[config.mk]
export PLATFORM = sky130hd
export DESIGN_NAME = agu_issue_queue_param_flat
export DESIGN_NICKNAME = d
export VERILOG_FILES = /design/src/rtl/agu_issue_queue_param_if.sv /design/src/rtl/agu_issue_queue_param.sv /design/src/flat_wrapper.sv
export SDC_FILE = /design/constraint.sdc
export NUM_CORES = 2
export LEC_CHECK = 0
export ABC_AREA = 1
export BUFFER_PORTS_ARGS = -buffer_cell sky130_fd_sc_hd__buf_2
export CAP_MARGIN = 20
export CORE_ASPECT_RATIO = 0.7
export CORE_MARGIN = 1
export CORE_UTILIZATION = 55
export CTS_CLUSTER_DIAMETER = 30
export DETAILED_ROUTE_END_ITERATION = 7
export PLACE_DENSITY = 0.72
export SETUP_SLACK_MARGIN = 0.5
export SYNTH_ARGS = -nofsm -noshare
export SYNTH_HDL_FRONTEND = slang
export SYNTH_SLANG_ARGS = --single-unit
[constraint.sdc]
create_clock -name clk -period 6.26 [get_ports clk]
set_input_delay 0.939 -clock clk [delete_from_list [all_inputs] [get_ports clk]]
set_output_delay 0.939 -clock clk [all_outputs]
set_load 0.01 [all_outputs]
[src/rtl/agu_issue_queue_param_if.sv]
// Common data bus broadcast: one tag/data result per cycle from the writeback stage.
interface cdb_if #(
  parameter int XLEN  = 32,
  parameter int TAG_W = 6
);
  logic             valid;
  logic [TAG_W-1:0] tag;
  logic [XLEN-1:0]  data;

  modport master (output valid, tag, data);
  modport slave  (input  valid, tag, data);
endinterface

[src/rtl/agu_issue_queue_param.sv]
// Age-ordered AGU reservation queue: captures CDB operands, issues oldest ready op1+imm.
// Optional macro AGU_STORE_ORDER_EN keeps stores in order and stops loads passing older stores.
module agu_issue_queue_param #(
  parameter int DEPTH = 4,
  parameter int XLEN  = 32,
  parameter int TAG_W = 6
) (
  input  logic                       clk,
  input  logic                       rst,
  input  logic                       queue_en,
  input  logic [XLEN-1:0]            queue_op1_data_in,
  input  logic [XLEN-1:0]            queue_op2_data_in,
  input  logic [TAG_W-1:0]           queue_op1_tag_in,
  input  logic [TAG_W-1:0]           queue_op2_tag_in,
  input  logic                       queue_op1_data_valid_in,
  input  logic                       queue_op2_data_valid_in,
  input  logic [TAG_W-1:0]           queue_rd_tag_in,
  input  logic                       queue_rd_tag_valid_in,
  input  logic [2:0]                 queue_funct3_in,
  input  logic                       queue_agu_ls_in,
  input  logic [XLEN-1:0]            queue_agu_imm_in,
  output logic                       queue_full,
  output logic [$clog2(DEPTH+1)-1:0] queue_count,
  cdb_if.slave                       cdb,
  input  logic                       ex_done,
  output logic                       issue_valid,
  output logic [XLEN-1:0]            ex_address,
  output logic [XLEN-1:0]            ex_data,
  output logic [TAG_W-1:0]           queue_rd_tag_out,
  output logic                       queue_rd_tag_valid_out,
  output logic [2:0]                 queue_funct3_out,
  output logic                       queue_agu_ls_out
);
  localparam int CW = $clog2(DEPTH + 1);
  localparam int IW = $clog2(DEPTH);

  typedef struct packed {
    logic             valid;
    logic             ls;
    logic [2:0]       funct3;
    logic             rd_v;
    logic [TAG_W-1:0] rd_tag;
    logic             op1_v;
    logic [TAG_W-1:0] op1_tag;
    logic [XLEN-1:0]  op1;
    logic             op2_v;
    logic [TAG_W-1:0] op2_tag;
    logic [XLEN-1:0]  op2;
    logic [XLEN-1:0]  imm;
  } entry_t;

  // Latch a CDB result into any still-pending operand whose tag matches.
  function automatic entry_t capture(input entry_t e, input logic v,
                                     input logic [TAG_W-1:0] t, input logic [XLEN-1:0] d);
    entry_t r;
    r = e;
    if (e.valid && v && !e.op1_v && (e.op1_tag == t)) begin
      r.op1   = d;
      r.op1_v = 1'b1;
    end else begin
      r.op1_v = e.op1_v;
    end
    if (e.valid && v && !e.op2_v && (e.op2_tag == t)) begin
      r.op2   = d;
      r.op2_v = 1'b1;
    end else begin
      r.op2_v = e.op2_v;
    end
    return r;
  endfunction

  entry_t         ent_q [DEPTH];
  entry_t         ent_d [DEPTH];
  entry_t         ext_s [DEPTH+1];
  entry_t         new_ent_s;
  entry_t         sel_ent_s;
  logic [CW-1:0]  count_q, count_d;
  logic [CW-1:0]  wr_idx_s;
  logic [DEPTH-1:0] elig_s;
  logic [IW-1:0]  sel_idx_s;
  logic           issue_valid_s;
  logic           store_seen_s;
  logic           disp_acc_s;
  logic           issue_acc_s;

  assign queue_full  = (count_q == CW'(DEPTH));
  assign queue_count = count_q;

  // Eligibility and oldest-first selection from registered state only.
  always_comb begin
    elig_s        = '0;
    store_seen_s  = 1'b0;
    sel_idx_s     = '0;
    issue_valid_s = 1'b0;
    for (int i = 0; i < DEPTH; i++) begin
`ifdef AGU_STORE_ORDER_EN
      elig_s[i] = ent_q[i].valid && ent_q[i].op1_v && (!ent_q[i].ls || ent_q[i].op2_v)
                  && !store_seen_s && (!ent_q[i].ls || (i == 0));
`else
      elig_s[i] = ent_q[i].valid && ent_q[i].op1_v && (!ent_q[i].ls || ent_q[i].op2_v);
`endif
      store_seen_s = store_seen_s | (ent_q[i].valid & ent_q[i].ls);
    end
    for (int i = DEPTH - 1; i >= 0; i--) begin
      if (elig_s[i]) begin
        sel_idx_s     = IW'(i);
        issue_valid_s = 1'b1;
      end else begin
        sel_idx_s     = sel_idx_s;
      end
    end
  end

  // Presented-entry outputs, forced to zero when nothing is eligible.
  always_comb begin
    sel_ent_s = ent_q[sel_idx_s];
    if (issue_valid_s) begin
      issue_valid            = 1'b1;
      ex_address             = sel_ent_s.op1 + sel_ent_s.imm;
      ex_data                = sel_ent_s.op2;
      queue_rd_tag_out       = sel_ent_s.rd_tag;
      queue_rd_tag_valid_out = sel_ent_s.rd_v;
      queue_funct3_out       = sel_ent_s.funct3;
      queue_agu_ls_out       = sel_ent_s.ls;
    end else begin
      issue_valid            = 1'b0;
      ex_address             = '0;
      ex_data                = '0;
      queue_rd_tag_out       = '0;
      queue_rd_tag_valid_out = 1'b0;
      queue_funct3_out       = 3'd0;
      queue_agu_ls_out       = 1'b0;
    end
  end

  // Next queue contents: collapse above the issued slot, capture CDB, append dispatch.
  always_comb begin
    issue_acc_s = issue_valid_s & ex_done;
    disp_acc_s  = queue_en & ~queue_full;
    wr_idx_s    = count_q - CW'(issue_acc_s);

    new_ent_s         = '0;
    new_ent_s.valid   = 1'b1;
    new_ent_s.ls      = queue_agu_ls_in;
    new_ent_s.funct3  = queue_funct3_in;
    new_ent_s.rd_v    = queue_rd_tag_valid_in;
    new_ent_s.rd_tag  = queue_rd_tag_in;
    new_ent_s.op1_v   = queue_op1_data_valid_in;
    new_ent_s.op1_tag = queue_op1_tag_in;
    new_ent_s.op1     = queue_op1_data_in;
    new_ent_s.op2_v   = queue_op2_data_valid_in;
    new_ent_s.op2_tag = queue_op2_tag_in;
    new_ent_s.op2     = queue_op2_data_in;
    new_ent_s.imm     = queue_agu_imm_in;
    new_ent_s         = capture(new_ent_s, cdb.valid, cdb.tag, cdb.data);

    ext_s[DEPTH] = '0;
    for (int i = 0; i < DEPTH; i++) begin
      ext_s[i] = ent_q[i];
    end
    for (int i = 0; i < DEPTH; i++) begin
      if (issue_acc_s && (i >= int'(sel_idx_s))) begin
        ent_d[i] = capture(ext_s[i+1], cdb.valid, cdb.tag, cdb.data);
      end else begin
        ent_d[i] = capture(ext_s[i], cdb.valid, cdb.tag, cdb.data);
      end
      if (disp_acc_s && (CW'(i) == wr_idx_s)) begin
        ent_d[i] = new_ent_s;
      end else begin
        ent_d[i] = ent_d[i];
      end
    end

    count_d = count_q + CW'(disp_acc_s) - CW'(issue_acc_s);
  end

  // Queue state registers with synchronous reset.
  always_ff @(posedge clk) begin
    if (rst) begin
      count_q <= '0;
      for (int i = 0; i < DEPTH; i++) begin
        ent_q[i] <= '0;
      end
    end else begin
      count_q <= count_d;
      for (int i = 0; i < DEPTH; i++) begin
        ent_q[i] <= ent_d[i];
      end
    end
  end
endmodule

[src/flat_wrapper.sv]
// flat-port wrapper written by rule: the top's interface ports become plain ports
module agu_issue_queue_param_flat 
#(
  parameter int DEPTH = 4,
  parameter int XLEN  = 32,
  parameter int TAG_W = 6
)
  (clk, rst, queue_en, queue_op1_data_in, queue_op2_data_in, queue_op1_tag_in, queue_op2_tag_in, queue_op1_data_valid_in, queue_op2_data_valid_in, queue_rd_tag_in, queue_rd_tag_valid_in, queue_funct3_in, queue_agu_ls_in, queue_agu_imm_in, queue_full, queue_count, ex_done, issue_valid, ex_address, ex_data, queue_rd_tag_out, queue_rd_tag_valid_out, queue_funct3_out, queue_agu_ls_out, cdb_valid, cdb_tag, cdb_data);
  cdb_if #(.XLEN(XLEN), .TAG_W(TAG_W)) cdb_i ();
  input  logic clk;
  input  logic rst;
  input  logic queue_en;
  input  logic [XLEN-1:0] queue_op1_data_in;
  input  logic [XLEN-1:0] queue_op2_data_in;
  input  logic [TAG_W-1:0] queue_op1_tag_in;
  input  logic [TAG_W-1:0] queue_op2_tag_in;
  input  logic queue_op1_data_valid_in;
  input  logic queue_op2_data_valid_in;
  input  logic [TAG_W-1:0] queue_rd_tag_in;
  input  logic queue_rd_tag_valid_in;
  input  logic [2:0] queue_funct3_in;
  input  logic queue_agu_ls_in;
  input  logic [XLEN-1:0] queue_agu_imm_in;
  output logic queue_full;
  output logic [$clog2(DEPTH+1)-1:0] queue_count;
  input  logic ex_done;
  output logic issue_valid;
  output logic [XLEN-1:0] ex_address;
  output logic [XLEN-1:0] ex_data;
  output logic [TAG_W-1:0] queue_rd_tag_out;
  output logic queue_rd_tag_valid_out;
  output logic [2:0] queue_funct3_out;
  output logic queue_agu_ls_out;
  input wire logic [$bits(cdb_i.valid)-1:0] cdb_valid;
  input wire logic [$bits(cdb_i.tag)-1:0] cdb_tag;
  input wire logic [$bits(cdb_i.data)-1:0] cdb_data;
  assign cdb_i.valid = cdb_valid;
  assign cdb_i.tag = cdb_tag;
  assign cdb_i.data = cdb_data;
  agu_issue_queue_param #(.DEPTH(DEPTH), .XLEN(XLEN), .TAG_W(TAG_W)) u_core (.clk(clk), .rst(rst), .queue_en(queue_en), .queue_op1_data_in(queue_op1_data_in), .queue_op2_data_in(queue_op2_data_in), .queue_op1_tag_in(queue_op1_tag_in), .queue_op2_tag_in(queue_op2_tag_in), .queue_op1_data_valid_in(queue_op1_data_valid_in), .queue_op2_data_valid_in(queue_op2_data_valid_in), .queue_rd_tag_in(queue_rd_tag_in), .queue_rd_tag_valid_in(queue_rd_tag_valid_in), .queue_funct3_in(queue_funct3_in), .queue_agu_ls_in(queue_agu_ls_in), .queue_agu_imm_in(queue_agu_imm_in), .queue_full(queue_full), .queue_count(queue_count), .cdb(cdb_i), .ex_done(ex_done), .issue_valid(issue_valid), .ex_address(ex_address), .ex_data(ex_data), .queue_rd_tag_out(queue_rd_tag_out), .queue_rd_tag_valid_out(queue_rd_tag_valid_out), .queue_funct3_out(queue_funct3_out), .queue_agu_ls_out(queue_agu_ls_out));
endmodule
==> reports/metrics.cfg <==
[outcome]
outcome=finished clean

[sta]
setup-violations-final=0
fmax_mhz=176
worst_slew_margin_rel_pct=24.3
fin_setup_tns_ns=0
finalCriticalPeriod_ns=5.69
hold_ws_ns=0.470
slew_viol_final=0
period_share_pct=90.9
finalHoldViolations=0
rsz0062_at_grt=yes
clock_skew_ns=0.0245
tightest_slew_ns=1.13

[floorplanning]
fp.coreArea_sq_um=55300
io-pin-count=244
die_y_um=200
die_area_sq_um=57100
start_util_pct=55.8
die-width_um=285
rows=72

[clock_tree]
clkLatencyLatePin_ns=0.66
htree_levels=3
numCtsBuffers=97
cts_root_buf=clkbuf_16
clockBufferDepth=3
postCtsSetupBuffers=0
cts.sinks=491
clkTransAtPathRegs_ns=0.05
cts_tree=built

[route]
drt_iter0_drc=5513
drc=0
first_pass_iters=8
via_per_inst=6.14
num_vias=36300
ant_nets=0
wirelength_mm=126
wl_per_cell_um=21.2

[global_route]
grt_pass1_vias=33000
gr-total-overflow=0
grt_use_total_pct=42.6
grt_max_degree=141
grt_antenna_before_repair=2
grt_pass1_wl_mm=192

[pwr]
swShare_pct=40.3
clockPowerShare_pct=36.2
p_sw_w=0.00584
power_per_cell_area_nw_per_um2=408
peakVddDrop_uv=282
p_seq_share_pct=28.2
p_leak_nw=16.4
p_int_w=0.00867
combPwrFrac_pct=35.6

[logic_synthesis]
synth-edff-count=0
synth_ff_type=dfxtp_1
synth_warnings=0
synth_area_sq_um=30900
async_flop_share_pct=0
synth.distinct_cells=50
syn_nets=5232
synth_seq_area_share_pct=31.9
avgSynthCellArea_sq_um=6.13
synthCells=5031
synth-seq-cells=491

[finish]
drive_above_1_share_pct=11.3
nets=5302
syn2layout_area_growth_pct=15.3

[worst_setup_path]
path_class=flip-flop to primary output
critPathBufInv=4
cp-end-kind=primary output
required_ns=5.32
path_cells=nand2_1 > a21oi_1 > nand2_1 > nand2_4 > nand2_8 > nand2_2 > buf_4 > o22ai_1 > a21oi_1 > ha_1 > nand2_1 > nor2_1 > inv_1 > nor2_1 > inv_1 > o21a_1 > nand3_1 > nand2_1 > nor2_1 > buf_2
worst_setup_path_start_kind=flip-flop
cp_top_family=simple AND/OR/NAND/NOR gates
crit_path_top_delay_cell=a21oi_1
cp_common_cell=nand2_1
worstPathArrival_ns=4.75
critPathMaxFanout=34
max_stage_delay_ns=0.57

[run]
cap_viol_max_count=0

[min_path]
hold_class=flip-flop to flip-flop

[place]
dp_hpwl_mm=76.7
port_buffers=243
gp_congestion=1.00

[kinds of logic (layout without fill, tap and decap cells)]
| group | after synthesis | in the layout | share of synthesized area (%) |
|---|---|---|---|
| buffers and inverters | 959 | 1102 | 12.3 |
| and+or+nand+nor | 2477 | 2478 | 34.2 |
| AOI/OAI and AO/OA | 1038 | 1038 | 19.2 |
| DFF | 491 | 491 | 31.9 |
| other | 0 | 2 | 0 |
| adders and majority gates | 37 | 37 | 1.55 |
| xor gates and xnor gates | 29 | 29 | 0.823 |
[synth_stat cells, drive strengths merged, types with 38 or more instances]
master  instances  area (sq um)
dfxtp         491          9830
clkbuf        171           642
a31oi         104           651
o22ai          75           469
nor3           38           211
o21ai         310          1560
inv           614          2310
nand3         743          3720
nand4          46           303
nor2          132           544
a21oi         412          2070
nand2        1510          5710
buf           171           841
[per-stage QoR]
step / std cells / instance area (sq um) / util (%) / power, W / setup WS (ns)
final: 5917 / 35600 / 64.3 / 0.0145 / 0.572
after global placement: 5741 / 32200 / 58.3 / 0.00897 / 0.959
after global routing: 5916 / 35600 / 64.3 / 0.0151 / 0.484
after floorplan: 5031 / 30900 / - / 0.00732 / 1.93
after detailed placement: 5741 / 32200 / 58.3 / 0.00901 / 0.912
after CTS: 5915 / 35500 / 64.2 / 0.0142 / 0.496
[worst paths after layout]
path                            slack [ns]                               from                               end  cells past startpoint
worst max register to register        1.75  u_core.ent_q[0][120]$_SDFFE_PP0P_    u_core.ent_q[2][77]$_SDFF_PP0_                     19
worst min-delay path                  0.47   u_core.ent_q[2][17]$_SDFFE_PP0P_  u_core.ent_q[1][17]$_SDFFE_PP0P_                      2
worst min register to register        0.47   u_core.ent_q[2][17]$_SDFFE_PP0P_  u_core.ent_q[1][17]$_SDFFE_PP0P_                      2
worst max-delay path                  0.57  u_core.ent_q[3][121]$_SDFFE_PP0P_                    ex_address[27]                     20
[timing repair]
action / 4_1_cts / 5_1_grt
cloned: 1 / 0
gates resized for setup: 6 / 18
hold buffers: 0 / 0
pin swaps: 1 / 0
endpoints found under the setup margin: 10 / 20
[metal layers]
metal | global-route usage, % | routed length, um
met1 | 61.1 | 50800
met2 | 60.1 | 50900
met3 | 11.4 | 18900
met4 | 16.8 | 4970
met5 | 0 | 0
[power by group through the flow]
stage               clock network, W  registers (W)  logic [W]
global route                 0.00541        0.00415    0.00554
floorplan                          0        0.00405    0.00327
global placement                   0        0.00412    0.00485
detailed placement                 0        0.00412    0.00488
finish                       0.00525        0.00409    0.00517
CTS                          0.00523        0.00407    0.00493
[cell type report]
class / count / area (sq um)
multi-input combinational: 3582 / 17400
clock buffer: 123 / 2650
clock inverter: 50 / 603
tap: 740 / 926
antenna: 2 / 5.00
sequential: 491 / 9830
fill: 5261 / 19700
timing repair buffer: 312 / 1870
inverter: 617 / 2340
[worst min-delay path, delay by kind of cell, from the launching register on]
| family | cells | cell delay, ns |
|---|---|---|
| AO/OA/AOI/OAI | 1 | 0.06 |
| AND/OR/NAND/NOR | 1 | 0.06 |
| flip-flops | 1 | 0.30 |
[state kept, by name (all words and copies together) (netlist names)]
register / cells
u_core.ent_q: 488
u_core.queue_count: 3
[cell usage in the layout (no fill, tap or decap), types with 8 or more instances in the layout]
master      instances
nand2_2            11
nor3_1             35
buf_12              9
clkbuf_1           16
o22ai_1            75
buf_2             242
nand4_1            45
xnor2_1            12
a21oi_2             8
bufinv_16          10
o21bai_1           33
nand3_1           741
o211ai_1            8
inv_6              11
o221ai_1           23
o221a_2            21
a31oi_1           104
ha_1               34
nand2_1          1494
inv_1             594
nor2_1            119
inv_2              13
xor2_1             17
clkinv_2           14
clkinvlp_4         11
clkbuf_8            8
a221oi_1           19
dfxtp_1           491
a31o_2             19
buf_4              57
o21ai_0           275
a21oi_1           403
clkbuf_16          99
o21ai_1            33
No activity file was read; power rests on OpenSTA's default activity.
